File: src/rtl/cpu_cycle_pkg.sv
// -----------------------------------------------------------------------------
// cpu_cycle_pkg
// Shared constants and helpers for the CPU cycle generator.
//   - Default values for the cpu_cycle_gen parameters.
//   - Width and saturation value of the wait-state counter.
//   - in_region(): address-window compare used for the slow-region decision.
// -----------------------------------------------------------------------------
package cpu_cycle_pkg;

    // Defaults for cpu_cycle_gen parameters
    localparam int unsigned DEF_DIV        = 4;
    localparam logic [15:0] DEF_SLOW_BASE  = 16'h2000;
    localparam logic [15:0] DEF_SLOW_MASK  = 16'hE000;
    localparam int unsigned DEF_SLOW_WS    = 2;
    localparam int unsigned DEF_NUM_IRQ    = 4;
    localparam int unsigned DEF_RST_CYCLES = 8;

    // Wait-state counter
    localparam int unsigned WCNT_W = 4;
    typedef logic [WCNT_W-1:0] wcnt_t;
    localparam wcnt_t WCNT_MAX = '1;

    // CPU reset hold counter
    localparam int unsigned RST_CNT_W = 8;
    typedef logic [RST_CNT_W-1:0] rst_cnt_t;
    localparam rst_cnt_t RST_CNT_MAX = '1;

    // True when addr falls inside the window described by base/mask.
    function automatic logic in_region(input logic [15:0] addr,
                                       input logic [15:0] base,
                                       input logic [15:0] mask);
        return (addr & mask) == base;
    endfunction

endpackage

File: src/rtl/sync2.sv
// -----------------------------------------------------------------------------
// sync2
// Two-flop synchroniser for asynchronous level inputs, WIDTH bits wide.
// Each bit is synchronised independently; output lags input by 2 clk.
// Ports:
//   clk    in   system clock
//   reset  in   asynchronous, active-high; clears both stages
//   d      in   asynchronous input levels
//   q      out  synchronised levels
// -----------------------------------------------------------------------------
module sync2 #(
    parameter int unsigned WIDTH = 1
) (
    input  logic             clk,
    input  logic             reset,
    input  logic [WIDTH-1:0] d,
    output logic [WIDTH-1:0] q
);

    logic [WIDTH-1:0] meta_q;

    always_ff @(posedge clk or posedge reset) begin
        if (reset) begin
            meta_q <= '0;
            q      <= '0;
        end else begin
            meta_q <= d;
            q      <= meta_q;
        end
    end

endmodule

File: src/rtl/cpu_cycle_gen.sv
// -----------------------------------------------------------------------------
// cpu_cycle_gen
// Generates the CPU cycle timing from the system clock: a phase counter of DIV
// clocks per CPU cycle, a one-clk advance strobe (phi0_en), the bus phase
// (phi2), wait-state stretching for a slow address window and an external wait
// request, registered interrupt/NMI lines toward the core, and the core reset
// release after RST_CYCLES CPU cycles.
//
// All outputs are registered. phi0_en, irq_n, nmi_n and cpu_reset_n change on
// the same clk edge that wraps the phase counter back to 0, so the core sees a
// consistent picture during the first clk of each new CPU cycle.
//
// Ports:
//   clk          in   system clock
//   reset        in   asynchronous, active-high
//   cpu_a        in   address of the current CPU cycle (sampled at last phase)
//   ext_wait     in   external wait request, level, asynchronous
//   irq_src      in   interrupt levels, active high, asynchronous
//   irq_mask     in   per-source interrupt enable
//   nmi_src      in   NMI request, asynchronous, rising-edge significant
//   phi0_en      out  one-clk CPU advance strobe
//   phi2         out  bus phase, high in second half of the cycle
//   irq_n        out  interrupt to core, active low
//   nmi_n        out  NMI to core, active low, one CPU cycle per request
//   cpu_reset_n  out  reset to core, active low
//   wait_active  out  high while a cycle is being stretched
// -----------------------------------------------------------------------------
module cpu_cycle_gen
    import cpu_cycle_pkg::*;
#(
    parameter int unsigned DIV        = DEF_DIV,
    parameter logic [15:0] SLOW_BASE  = DEF_SLOW_BASE,
    parameter logic [15:0] SLOW_MASK  = DEF_SLOW_MASK,
    parameter int unsigned SLOW_WS    = DEF_SLOW_WS,
    parameter int unsigned NUM_IRQ    = DEF_NUM_IRQ,
    parameter int unsigned RST_CYCLES = DEF_RST_CYCLES
) (
    input  logic               clk,
    input  logic               reset,
    input  logic [15:0]        cpu_a,
    input  logic               ext_wait,
    input  logic [NUM_IRQ-1:0] irq_src,
    input  logic [NUM_IRQ-1:0] irq_mask,
    input  logic               nmi_src,
    output logic               phi0_en,
    output logic               phi2,
    output logic               irq_n,
    output logic               nmi_n,
    output logic               cpu_reset_n,
    output logic               wait_active
);

    localparam int unsigned PH_W = (DIV > 2) ? $clog2(DIV) : 1;

    localparam logic [PH_W-1:0] PH_LAST = PH_W'(DIV - 1);
    localparam logic [PH_W-1:0] PH_HALF = PH_W'(DIV / 2);
    localparam wcnt_t           WS_LIM  = WCNT_W'(SLOW_WS);
    localparam rst_cnt_t        RST_LIM = RST_CNT_W'(RST_CYCLES);

    // Synchronised inputs
    logic               ext_wait_s;
    logic [NUM_IRQ-1:0] irq_s;
    logic               nmi_s;

    // State
    logic [PH_W-1:0] ph_q, ph_d;
    wcnt_t           wcnt_q, wcnt_d;
    rst_cnt_t        rst_cnt_q, rst_cnt_d;
    logic            nmi_prev_q;
    logic            nmi_pend_q, nmi_pend_d;

    // Next-state for registered outputs
    logic irq_n_d;
    logic nmi_n_d;
    logic cpu_reset_n_d;

    // Decode
    logic at_end;
    logic slow;
    logic stall;
    logic advance;
    logic nmi_edge;

    sync2 #(
        .WIDTH (1)
    ) u_sync_wait (
        .clk   (clk),
        .reset (reset),
        .d     (ext_wait),
        .q     (ext_wait_s)
    );

    sync2 #(
        .WIDTH (NUM_IRQ)
    ) u_sync_irq (
        .clk   (clk),
        .reset (reset),
        .d     (irq_src),
        .q     (irq_s)
    );

    sync2 #(
        .WIDTH (1)
    ) u_sync_nmi (
        .clk   (clk),
        .reset (reset),
        .d     (nmi_src),
        .q     (nmi_s)
    );

    always_comb begin
        at_end  = (ph_q == PH_LAST);
        slow    = in_region(cpu_a, SLOW_BASE, SLOW_MASK);
        // Address and wait request only matter in the last phase; elsewhere
        // the cycle always runs freely.
        stall   = at_end && (ext_wait_s || (slow && (wcnt_q < WS_LIM)));
        advance = at_end && !stall;

        // Phase counter: count up, park on the last phase while stalled.
        ph_d = ph_q;
        if (advance) begin
            ph_d = '0;
        end else if (!at_end) begin
            ph_d = ph_q + 1'b1;
        end

        // Wait counter only lives during a stall and saturates so a long
        // external wait cannot wrap it back under SLOW_WS.
        wcnt_d = '0;
        if (stall) begin
            wcnt_d = (wcnt_q == WCNT_MAX) ? wcnt_q : wcnt_q + 1'b1;
        end

        irq_n_d = advance ? ~|(irq_s & irq_mask) : irq_n;

        // NMI: an edge is always recorded. A pending request is launched only
        // from the high state, so back-to-back requests get a high cycle
        // between pulses. An edge coinciding with the launch stays pending.
        nmi_edge   = nmi_s & ~nmi_prev_q;
        nmi_pend_d = nmi_pend_q | nmi_edge;
        nmi_n_d    = nmi_n;
        if (advance) begin
            if (!nmi_n) begin
                nmi_n_d = 1'b1;
            end else if (nmi_pend_q) begin
                nmi_n_d    = 1'b0;
                nmi_pend_d = nmi_edge;
            end
        end

        rst_cnt_d = rst_cnt_q;
        if (advance && (rst_cnt_q != RST_CNT_MAX)) begin
            rst_cnt_d = rst_cnt_q + 1'b1;
        end
        cpu_reset_n_d = (rst_cnt_d >= RST_LIM);
    end

    always_ff @(posedge clk or posedge reset) begin
        if (reset) begin
            ph_q        <= '0;
            wcnt_q      <= '0;
            rst_cnt_q   <= '0;
            nmi_prev_q  <= 1'b0;
            nmi_pend_q  <= 1'b0;
            phi0_en     <= 1'b0;
            phi2        <= 1'b0;
            wait_active <= 1'b0;
            irq_n       <= 1'b1;
            nmi_n       <= 1'b1;
            cpu_reset_n <= 1'b0;
        end else begin
            ph_q        <= ph_d;
            wcnt_q      <= wcnt_d;
            rst_cnt_q   <= rst_cnt_d;
            nmi_prev_q  <= nmi_s;
            nmi_pend_q  <= nmi_pend_d;
            phi0_en     <= advance;
            phi2        <= (ph_d >= PH_HALF);
            wait_active <= stall;
            irq_n       <= irq_n_d;
            nmi_n       <= nmi_n_d;
            cpu_reset_n <= cpu_reset_n_d;
        end
    end

endmodule

File: config.mk
export PLATFORM = sky130hd
export DESIGN_NAME = cpu_cycle_gen
export DESIGN_NICKNAME = d
export VERILOG_FILES = /design/src/rtl/cpu_cycle_pkg.sv /design/src/rtl/sync2.sv /design/src/rtl/cpu_cycle_gen.sv
export SDC_FILE = /design/constraint.sdc
export NUM_CORES = 1
export LEC_CHECK = 0
export BUFFER_PORTS_ARGS = -buffer_cell sky130_fd_sc_hd__buf_2
export CORE_ASPECT_RATIO = 1.75
export CORE_MARGIN = 4
export CORE_UTILIZATION = 51
export CTS_CLUSTER_SIZE = 24
export DETAILED_ROUTE_END_ITERATION = 6
export GPL_ROUTABILITY_DRIVEN = 0
export PLACE_DENSITY_LB_ADDON = 0.12
export RECOVER_POWER = 25
export REMOVE_ABC_BUFFERS = 1
export SLEW_MARGIN = 20
export SYNTH_ARGS = -nofsm -noshare
export SYNTH_HDL_FRONTEND = slang
export SYNTH_SLANG_ARGS = --single-unit
File: constraint.sdc
create_clock -name clk -period 2.7 [get_ports clk]
set_clock_uncertainty 0.2 [all_clocks]
set_input_delay 0.54 -clock clk [delete_from_list [all_inputs] [get_ports clk]]
set_output_delay 0.54 -clock clk [all_outputs]
set_load 0.02 [all_outputs]
==> results of run 1 <==
## power by group through the flow
stage / clock network [mW] / logic (mW) / registers (mW)
3_5_place_dp: 0 / 0.352 / 0.743
3_3_place_gp: 0 / 0.339 / 0.734
6_report: 0.379 / 0.344 / 0.731
4_1_cts: 0.393 / 0.355 / 0.733
5_1_grt: 0.416 / 0.388 / 0.746
2_1_floorplan: 0 / 0.207 / 0.764
## worst register-to-register path: cells and delay by family (launching register included)
kind	cells	cell delay (ns)
simple gates	3	1.04
flops	1	0.42
mux	1	0.30
compound gates	1	0.28
## synth_stat cells, types with 2 or more instances
master and number:
and2_1 2, mux2i_1 2, a22oi_1 2, inv_1 6, nor2_1 10, o21ai_0 4
dfrtp_1 32, xnor2_1 5, nand3_1 4, nand2_1 6, ha_1 2, dfstp_2 2
nand4_1 2, a31oi_1 2, xor2_1 3, nor3_1 3
## worst max-delay path by stage
stage	start	end	slack, ns	depth (start not counted)
after floorplan	cpu_a[14]	cpu_reset_n	0.23	5
after detailed placement	cpu_a[14]	cpu_reset_n	0.09	6
final	wcnt_q[3]	cpu_reset_n	0.34	5
after CTS	wcnt_q[3]	cpu_reset_n	0.32	5
after global placement	cpu_a[14]	cpu_reset_n	0.1	6
after global routing	rst_cnt_q[0]	cpu_reset_n	0.18	6
## per-layer routing
metal	up-vias	GRT usage [%]
li1	416	-
met1	422	13.8
met2	15	26.7
met3	4	5.74
met4	0	9.18
met5	-	0
## cell type report
type	count	share of cell area (%)
multi-input cells	63	27.8
clock buffers	6	5.31
well taps	26	2.09
flip-flops and latches	34	54.9
repair buffers	23	7.64
inverters	6	1.45
clock inverters	2	0.805
## cell families (layout without fill, tap and decap cells)
logic type	after synthesis	after routing	synth area share, %
adders and majority gates	2	2	1.91
and+or+nand+nor	36	36	14.8
DFF	34	34	65.0
xor gates and xnor gates	8	8	5.34
AOI/OAI and AO/OA	13	13	7.44
muxes	4	4	3.53
buffers and inverters	7	37	2.00
## flip-flops by register name, indices dropped and copies added (netlist names), 2 cells and up
register and cells:
wcnt_q 4, u_sync_irq.meta_q 4, ph_q 2, rst_cnt_q 8
u_sync_irq.q 4
==> out/qor.txt, run 1 <==
SETUP PATH
--------------------------------------------------------------------------------
Category of the most critical setup path                            flop to flop
Slowest cell on the critical path                                         or4b_4
Max FO, Critical Path                                                          5
CP endpoint kind                                                            flop
Critical R2R Capture                                                 cpu_reset_n
Kind of cell with the highest combined delay on the critical path   simple AND/OR/NAND/NOR gates
Maximum single-stage delay on the critical path                          0.55 ns
Count of buffer and inverter cells on the critical path                        0
Cells along the critical path                                       or4b_4 -> o31ai_4 -> nor2_2 -> mux2_4 -> or4_1
Worst r2r src                                                          wcnt_q[3]
Arrival time worst endpoint                                              2.31 ns
Launching element type of the critical path                                 flop
Worst Path Required                                                      2.65 ns
Number of cells on the worst reg-to-reg path                                   5
Reg-to-reg slack, setup                                                  0.34 ns

CLOCKING
--------------------------------------------------------------------------------
CTS hold repair buffers                                                        0
Sinks on the clock net                                                        34
Clock Pin Slew Worst Setup and Hold Paths                                0.07 ns
Clock buffers created by TritonCTS                                             5
Post-CTS Setup Inserts                                                         0
Number of cells upsized or downsized after cts                                 0
Maximum number of buffers from clock root to sink                              2
Worst skew pair latency                                                  0.28 ns
H-tree depth reported by CTS                                                   2
CTS root buf                                                            clkbuf_8
CTS tree                                                                    done

PLACE
--------------------------------------------------------------------------------
PortBufs                                                                      20
Worst-case setup slack after placement                                 0.0905 ns
DP Wirelength                                                            1620 um
Placed instance area                                                0.00146 mm^2
Cell count after placement                                                   152

LAYOUT
--------------------------------------------------------------------------------
Commonest non-fill, non-tap cells in the layout                     32 x dfrtp_1, 20 x buf_2, 10 x nor2_1
End-of-flow core utilization                                               62.4%
Fill cells                                                                   223
Combined flip-flop and latch cell area                                  853 um^2
Relative area change from synthesis to final layout                        18.5%
Area of combinational cells with multiple inputs                        433 um^2
Commonest non-fill, non-tap cell in the layout                           dfrtp_1
Fraction of layout instances using a drive strength above 1                28.4%
Antenna diode count                                                            0
NumNets Final                                                                163
Non-filler instance count after layout                                       160
Summed area of non-filler cells in the final layout                 0.00156 mm^2

DIE
--------------------------------------------------------------------------------
Die width                                                                46.4 um
Number of top-level pins                                                      34
Die Span Y                                                               75.1 um
Initial cell density of the core                                           52.7%
Total die area                                                      0.00348 mm^2
Row count                                                                     24
Area of the core                                                    0.00249 mm^2

TIMING
--------------------------------------------------------------------------------
Total Neg Setup Slack                                                       0 ns
Post-layout min period                                                   2.36 ns
RSZ-0062 raised after global routing                                          no
Period Utilization, post-route                                             87.3%
Final Max Tran Viols                                                          35
Slew at the pin closest to its max-slew limit                            1.71 ns
Hold Worst Slack                                                        0.148 ns
Maximum clock rate                                                       424 MHz
Minimum setup slack in the final design                                 0.343 ns
Final setup violation count                                                    0
Final hold violations                                                          0
Worst slew slack as a fraction of its limit                               -13.9%

POWER
--------------------------------------------------------------------------------
Power density over cell area                                         935 mW/mm^2
Flop pwr share                                                             50.3%
Static power due to leakage                                             0.727 nW
Fraction of power consumed by the clock network                            26.1%
Power spent charging and discharging nets                               0.463 mW
Design internal power                                                   0.991 mW
Worst supply voltage drop on vdd                                          719 uV
Switching part of the total power                                          31.8%
Total power consumption of the routed design                             1.45 mW
Gate power share                                                           23.7%

GLOBAL ROUTE
--------------------------------------------------------------------------------
GRT Residual Overflow                                                          0
Aggregate global-route resource usage                                      15.1%
Antenna violations before repair                                               0
Via count of the first global-routing pass                                   902
Pin count of the biggest net entering global routing                          35
Wire length of the first global-routing pass                             3620 um

OUTCOME
--------------------------------------------------------------------------------
Violations in the final reports                                     max-capacitance violations, max-slew violations
Run status                                                          complete, but fails checks

DRT
--------------------------------------------------------------------------------
Total routed wirelength                                                  2140 um
Highest routed metal layer                                                  met4
Via-per-instance ratio                                                      5.36
Overall via count from detail_route                                          857
Average wire length per cell after detail routing                        13.4 um
Starting DRC count in detailed routing                                        14
Met3 wire len                                                              76 um
Antenna-violating nets left                                                    0
Met1 wire length                                                          761 um
Count of unresolved DRC violations after routing                               0
Met2 layer wire length in the routed design                              1270 um
Total iterations of the first detailed-routing run                             4

SYNTHESIS
--------------------------------------------------------------------------------
Total number of yosys warnings                                                 0
Unique cell type count in the Yosys netlist                                   33
Synth top area cells                                                dfrtp_1 61%, dfstp_2 4.0%, xnor2_1 3.3%, nor2_1 2.9%, xor2_1 2.0%
Fraction of synthesized cell area taken by the top area cell type          61.0%
Fraction of registers with async set/reset                                  100%
Primary flip-flop cell chosen by synthesis mapping                       dfrtp_1
Netlist Area Pre-Place                                              0.00131 mm^2
Count of flip-flops with a built-in enable after synthesis                     0
Post-synthesis sequential area ratio                                       65.0%
Gate count of the mapped netlist                                             104
Leading area contributor after synthesis                                 dfrtp_1
Post-synthesis average cell area                                       12.6 um^2
#FFs+latches synth                                                            34

JOB
--------------------------------------------------------------------------------
Max-cap violation count                                                        1

HOLD PATH
--------------------------------------------------------------------------------
Worst Hold End                                                      u_sync_irq.q[1]
Hold Startpoint                                                     u_sync_irq.meta_q[1]
Number of cells on the worst hold path                                         0
Hold Path Class                                                     flop to flop

Note: power is estimated with default switching activity, not from simulation.
==> run 2: changes to the inputs <==
--- a/config.mk
+++ b/config.mk
@@ -13,7 +13,6 @@
 export DETAILED_ROUTE_END_ITERATION = 6
 export GPL_ROUTABILITY_DRIVEN = 0
 export PLACE_DENSITY_LB_ADDON = 0.12
-export RECOVER_POWER = 25
 export REMOVE_ABC_BUFFERS = 1
 export SLEW_MARGIN = 20
 export SYNTH_ARGS = -nofsm -noshare
==> run 2 against run 1 <==
Highest routed layer unchanged. Global-route usage unchanged. Routed wire length down 0.14%. Total power about the same. Fmax about the same. The flow now finishes without violations.
==> out/qor.txt, run 2 (synthesis results as in run 1) <==
DIE
--------------------------------------------------------------------------
Initial cell density of the core                                     52.7%   unchanged
Die width                                                          46.4 um   unchanged
Total die area                                                0.00348 mm^2   unchanged
Area of the core                                              0.00249 mm^2   unchanged
Die Span Y                                                         75.1 um   unchanged
Row count                                                               24   unchanged
Number of top-level pins                                                34   unchanged

GLOBAL ROUTE
--------------------------------------------------------------------------
Via count of the first global-routing pass                             902   unchanged
GRT Residual Overflow                                                    0   unchanged
Pin count of the biggest net entering global routing                    35   unchanged
Wire length of the first global-routing pass                       3620 um   unchanged
Aggregate global-route resource usage                                15.1%   unchanged
Antenna violations before repair                                         0   unchanged

LAYOUT
--------------------------------------------------------------------------
End-of-flow core utilization                                         62.6%   +0.15 points
Area of combinational cells with multiple inputs                  433 um^2   unchanged
Register bank with the most flops                                rst_cnt_q
Antenna diode count                                                      0   unchanged
Fraction of layout instances using a drive strength above 1          29.1%   +0.75 points
Flip-flop count of the largest register after layout                     8   unchanged
Combined flip-flop and latch cell area                            853 um^2   unchanged
Fill cells                                                             222   -0.45%
NumNets Final                                                          163   unchanged
Relative area change from synthesis to final layout                  18.8%
Commonest non-fill, non-tap cells in the layout               32 x dfrtp_1, 20 x buf_2, 10 x nor2_1
Commonest non-fill, non-tap cell in the layout                     dfrtp_1

TIMING
--------------------------------------------------------------------------
Maximum clock rate                                                 424 MHz   about the same
RSZ-0062 raised after global routing                                    no
Period Utilization, post-route                                       87.3%   about the same
Final setup violation count                                              0   unchanged
Total Neg Setup Slack                                                 0 ns   unchanged
Minimum setup slack in the final design                           0.343 ns   -0.0000980 ns
Final hold violations                                                    0   unchanged
Slew at the pin closest to its max-slew limit                     0.468 ns   -1.24 ns
Final Max Tran Viols                                                     0   -100%
Worst slew slack as a fraction of its limit                          68.7%   +83 points
Post-layout min period                                             2.36 ns   +0.0000980 ns

DRT
--------------------------------------------------------------------------
Via-per-instance ratio                                                5.36   unchanged
Overall via count from detail_route                                    857   unchanged
Count of unresolved DRC violations after routing                         0   unchanged
Starting DRC count in detailed routing                                  14   unchanged
Total iterations of the first detailed-routing run                       4   unchanged
Average wire length per cell after detail routing                  13.3 um   -0.14%
Antenna-violating nets left                                              0   unchanged
Total routed wirelength                                            2130 um   -0.14%

CLOCKING
--------------------------------------------------------------------------
Sinks on the clock net                                                  34   unchanged
Clock buffers created by TritonCTS                                       5   unchanged
CTS hold repair buffers                                                  0   unchanged
CTS tree                                                              done
H-tree depth reported by CTS                                             2   unchanged
Worst skew pair latency                                            0.28 ns   about the same
CTS root buf                                                      clkbuf_8
Number of cells upsized or downsized after cts                           0   unchanged
Maximum number of buffers from clock root to sink                        2   unchanged
Clock Pin Slew Worst Setup and Hold Paths                          0.07 ns   about the same
Post-CTS Setup Inserts                                                   0   unchanged

POWER
--------------------------------------------------------------------------
Power density over cell area                                   933 mW/mm^2   -0.21%
Worst supply voltage drop on vdd                                    719 uV   about the same
Static power due to leakage                                       0.731 nW   +0.50%

PLACE
--------------------------------------------------------------------------
DP Wirelength                                                      1620 um   unchanged
Worst-case setup slack after placement                           0.0905 ns   unchanged
PortBufs                                                                20   unchanged

SETUP PATH
--------------------------------------------------------------------------
Number of cells on the worst reg-to-reg path                             5   unchanged
Worst Path Required                                                2.65 ns   about the same
CP endpoint kind                                                      flop
Reg-to-reg slack, setup                                            0.34 ns   about the same
Launching element type of the critical path                           flop
Critical R2R Capture                                           cpu_reset_n
Worst r2r src                                                    wcnt_q[3]
Category of the most critical setup path                      flop to flop
Max FO, Critical Path                                                    5   unchanged
Arrival time worst endpoint                                        2.31 ns   about the same

JOB
--------------------------------------------------------------------------
Max-cap violation count                                                  0   -1

OUTCOME
--------------------------------------------------------------------------
Run status                                                    finished, final reports clean

HOLD PATH
--------------------------------------------------------------------------
Hold Path Class                                               primary input to asynchronous set/reset pin

[run 2: changes by cell type in the layout (fill, tap and decap cells not counted), sizes merged]
cell    previous run  this run
buf               22        23
clkbuf             7         6
[run 2: worst max path at each step]
stage	start	to	slack (ns)	depth (start not counted)
after floorplan	cpu_a[14]	cpu_reset_n	0.23	5
after detailed placement	cpu_a[14]	cpu_reset_n	0.09	6
after global placement	cpu_a[14]	cpu_reset_n	0.1	6
final	wcnt_q[3]	cpu_reset_n	0.34	5
after global routing	rst_cnt_q[0]	cpu_reset_n	0.18	6
after CTS	wcnt_q[3]	cpu_reset_n	0.32	5
[run 2: final cells by class]
type | count | area share (%)
Tap cell | 26 | 2.09
Sequential cell | 34 | 54.7
Timing Repair Buffer | 23 | 7.87
Clock inverter | 2 | 0.803
Multi-Input combinational cell | 63 | 27.8
Inverter | 6 | 1.44
Clock buffer | 6 | 5.30
[run 2: metrics by stage]
step	total power [mW]	hold slack [ns]	area, um^2	cells
5_1_grt	1.55	0.143	1560	160
2_1_floorplan	0.972	0.131	1310	103
3_3_place_gp	1.07	0.133	1460	152
3_5_place_dp	1.10	0.136	1460	152
6_report	1.45	0.136	1560	160
4_1_cts	1.48	0.143	1560	160
[run 2: layer usage]
layer	routed length [um]	GRT usage, %	vias to the layer above
li1	-	-	416
met1	758	13.8	422
met2	1260	26.7	15
met3	76	5.74	4
met4	34	9.18	0
met5	0	0	-
[run 2: critical path, stage by stage, from the launching register on]
cell,delay [ns]
dfrtp_1,0.42
or4b_4,0.55
o31ai_4,0.28
nor2_2,0.10
mux2_4,0.30
or4_1,0.39
[run 2: report_power, final]
part           internal [mW]  total [mW]  switching (mW)
registers              0.634       0.731          0.0973
clock network          0.205       0.379           0.174
logic                  0.153       0.345           0.191
total                  0.992        1.45           0.463
==> run 3: changes to the inputs <==
--- a/config.mk
+++ b/config.mk
@@ -6,9 +6,11 @@
 export NUM_CORES = 1
 export LEC_CHECK = 0
 export BUFFER_PORTS_ARGS = -buffer_cell sky130_fd_sc_hd__buf_2
+export CELL_PAD_IN_SITES_DETAIL_PLACEMENT = 0
+export CELL_PAD_IN_SITES_GLOBAL_PLACEMENT = 1
 export CORE_ASPECT_RATIO = 1.75
 export CORE_MARGIN = 4
-export CORE_UTILIZATION = 51
+export CORE_UTILIZATION = 40
 export CTS_CLUSTER_SIZE = 24
 export DETAILED_ROUTE_END_ITERATION = 6
 export GPL_ROUTABILITY_DRIVEN = 0
==> run 3 against run 2 <==
Cell count grew 11%. Clock-buffer cell count shrank 1. Sequential power is essentially flat. Via count grew 0.70%. Cell area grew 2.6%.
==> out/qor.txt, run 3 (synthesis results as in run 1) <==
OUTCOME
--------------------------------------------------------------------------------
Run status                                                          finished, final reports clean

DIE
--------------------------------------------------------------------------------
Row count                                                                     27   +13%
Total die area                                                      0.00430 mm^2   +23%
Die Span Y                                                               83.8 um   +12%
Number of top-level pins                                                      34   unchanged
Area of the core                                                    0.00314 mm^2   +26%
Initial cell density of the core                                           41.8%   -11 points
Die width                                                                51.3 um   +11%

DRT
--------------------------------------------------------------------------------
Met1 wire length                                                          860 um   +13%
Met3 wire len                                                              82 um   +7.9%
Total routed wirelength                                                  2140 um   +0.38%
Highest routed metal layer                                                  met4
Starting DRC count in detailed routing                                         9   -5
Count of unresolved DRC violations after routing                               0   unchanged
Antenna-violating nets left                                                    0   unchanged
Via-per-instance ratio                                                      4.88   -9.0%
Total iterations of the first detailed-routing run                             4   unchanged
Met2 layer wire length in the routed design                              1100 um   -13%
Overall via count from detail_route                                          863   +0.70%
Average wire length per cell after detail routing                        12.1 um   -9.3%

SETUP PATH
--------------------------------------------------------------------------------
Cells along the critical path                                       or4b_4 -> nor3_1 -> nor4_1 -> xor2_1 -> or4_1
Max FO, Critical Path                                                          5   unchanged
Category of the most critical setup path                            flop to flop
Maximum single-stage delay on the critical path                          0.56 ns   about the same
CP endpoint kind                                                            flop
Number of cells on the critical path                                           5   unchanged
Kind of cell with the highest combined delay on the critical path   simple AND/OR/NAND/NOR gates
Count of buffer and inverter cells on the critical path                        0   unchanged
Arrival time worst endpoint                                              2.30 ns   about the same
Worst Path Required                                                      2.65 ns   about the same
Launching element type of the critical path                                 flop
Slowest cell on the critical path                                         or4b_4
Number of cells on the worst reg-to-reg path                                   5   unchanged
Reg-to-reg slack, setup                                                  0.35 ns   about the same

PLACE
--------------------------------------------------------------------------------
Cell count after placement                                                   169   +11%
PortBufs                                                                      20   unchanged
DP Wirelength                                                            1570 um   -3.1%
Worst-case setup slack after placement                                  0.141 ns   +0.0506 ns
Placed instance area                                                0.00149 mm^2   +1.5%

TIMING
--------------------------------------------------------------------------------
Worst slew slack as a fraction of its limit                                70.9%   +2.2 points
Final hold violations                                                          0   unchanged
Final setup violation count                                                    0   unchanged
Final Max Tran Viols                                                           0   unchanged
Total Neg Setup Slack                                                       0 ns   unchanged
Period Utilization, post-route                                             87.0%   -0.26 points
Minimum setup slack in the final design                                 0.350 ns   +0.00703 ns
Slew at the pin closest to its max-slew limit                           0.435 ns   -0.0324 ns
Post-layout min period                                                   2.35 ns   -0.00703 ns
Maximum clock rate                                                       426 MHz   +0.30%
RSZ-0062 raised after global routing                                          no

LAYOUT
--------------------------------------------------------------------------------
Antenna diode count                                                            0   unchanged
Area of combinational cells with multiple inputs                        433 um^2   unchanged
Relative area change from synthesis to final layout                        21.8%
Non-filler instance count after layout                                       177   +11%
NumNets Final                                                                163   unchanged
Commonest non-fill, non-tap cells in the layout                     32 x dfrtp_1, 20 x buf_2, 10 x nor2_1
Register bank with the most flops                                      rst_cnt_q
Flip-flop count of the largest register after layout                           8   unchanged
Summed area of non-filler cells in the final layout                 0.00160 mm^2   +2.6%
Fill cells                                                                   297   +34%
Commonest non-fill, non-tap cell in the layout                           dfrtp_1
Fraction of layout instances using a drive strength above 1                29.1%   unchanged
Combined flip-flop and latch cell area                                  853 um^2   unchanged

CLOCKING
--------------------------------------------------------------------------------
Worst skew pair latency                                                  0.28 ns   about the same
Clock buffers created by TritonCTS                                             5   unchanged
Sinks on the clock net                                                        34   unchanged
CTS hold repair buffers                                                        0   unchanged
Post-CTS Setup Inserts                                                         0   unchanged
CTS root buf                                                            clkbuf_8
CTS tree                                                                    done
Number of cells upsized or downsized after cts                                 0   unchanged
Maximum number of buffers from clock root to sink                              2   unchanged
Clock Pin Slew Worst Setup and Hold Paths                                0.07 ns   about the same
H-tree depth reported by CTS                                                   2   unchanged

GLOBAL ROUTE
--------------------------------------------------------------------------------
Wire length of the first global-routing pass                             3860 um   +6.7%
GRT Residual Overflow                                                          0   unchanged
Antenna violations before repair                                               0   unchanged
Via count of the first global-routing pass                                   878   -2.7%
Aggregate global-route resource usage                                      12.2%   -2.9 points
Pin count of the biggest net entering global routing                          35   unchanged

POWER
--------------------------------------------------------------------------------
Gate power share                                                           22.2%   -1.5 points
Static power due to leakage                                             0.734 nW   +0.44%
Flop pwr share                                                             47.8%   -2.5 points
Worst supply voltage drop on vdd                                          529 uV   -26%
Fraction of power consumed by the clock network                            30.0%   +4.0 points
Power spent charging and discharging nets                               0.470 mW   +1.5%
Switching part of the total power                                          30.7%   -1.1 points
Power density over cell area                                         958 mW/mm^2   +2.6%
Design internal power                                                    1.06 mW   +7.0%

JOB
--------------------------------------------------------------------------------
Max-cap violation count                                                        0   unchanged

HOLD PATH
--------------------------------------------------------------------------------
Hold Path Class                                                     primary input to asynchronous set/reset pin

-- run 3: cell types whose count changed in the layout (fill, tap and decap cells not counted), sizes merged --
cell      previous run  this run
clkinv               1         0
clkbuf               6         5
clkinvlp             1         2
bufinv               0         1
-- run 3: layer usage --
layer,vias up,track usage [%]
met5,-,0
met4,0,9.07
met3,8,3.76
met2,21,19.7
met1,417,12.7
li1,417,-
-- run 3: metrics by stage --
step | util [%] | total power [mW] | hold WS, ns
2_1_floorplan | - | 0.972 | 0.131
3_3_place_gp | 47.3 | 1.08 | 0.132
3_5_place_dp | 47.3 | 1.09 | 0.136
4_1_cts | 50.9 | 1.56 | 0.139
5_1_grt | 50.9 | 1.64 | 0.146
6_report | 50.9 | 1.53 | 0.131
-- run 3: path summary, 6_finish.rpt --
check,startpoint,endpoint
worst max-delay path,wcnt_q[3],cpu_reset_n
worst min-delay path,reset,wcnt_q[1]
worst max register to register,wcnt_q[3],cpu_reset_n
worst min register to register,u_sync_irq.meta_q[1],u_sync_irq.q[1]
max in group asynchronous,reset,nmi_n
min in group clk,u_sync_irq.meta_q[1],u_sync_irq.q[1]
-- run 3: worst register-to-register path, cell delays in order (launching register included) --
cell     delay, ns
dfrtp_1       0.43
or4b_4        0.56
nor3_1        0.24
nor4_1        0.11
xor2_1        0.16
or4_1         0.52
-- run 3: cell type report --
cell class | instances | share of cell area, %
Sequential cell | 34 | 53.4
Multi-Input combinational cell | 63 | 27.1
Timing Repair Buffer | 23 | 7.67
Clock buffer | 5 | 4.30
Tap cell | 43 | 3.36
Clock inverter | 3 | 2.82
Inverter | 6 | 1.41
-- run 3: power groups by stage --
stage | Combinational, mW | Sequential, mW | Clock (mW)
floorplan | 0.207 | 0.764 | 0
global placement | 0.340 | 0.738 | 0
detailed placement | 0.345 | 0.743 | 0
CTS | 0.349 | 0.733 | 0.481
global route | 0.389 | 0.751 | 0.499
finish | 0.340 | 0.732 | 0.460
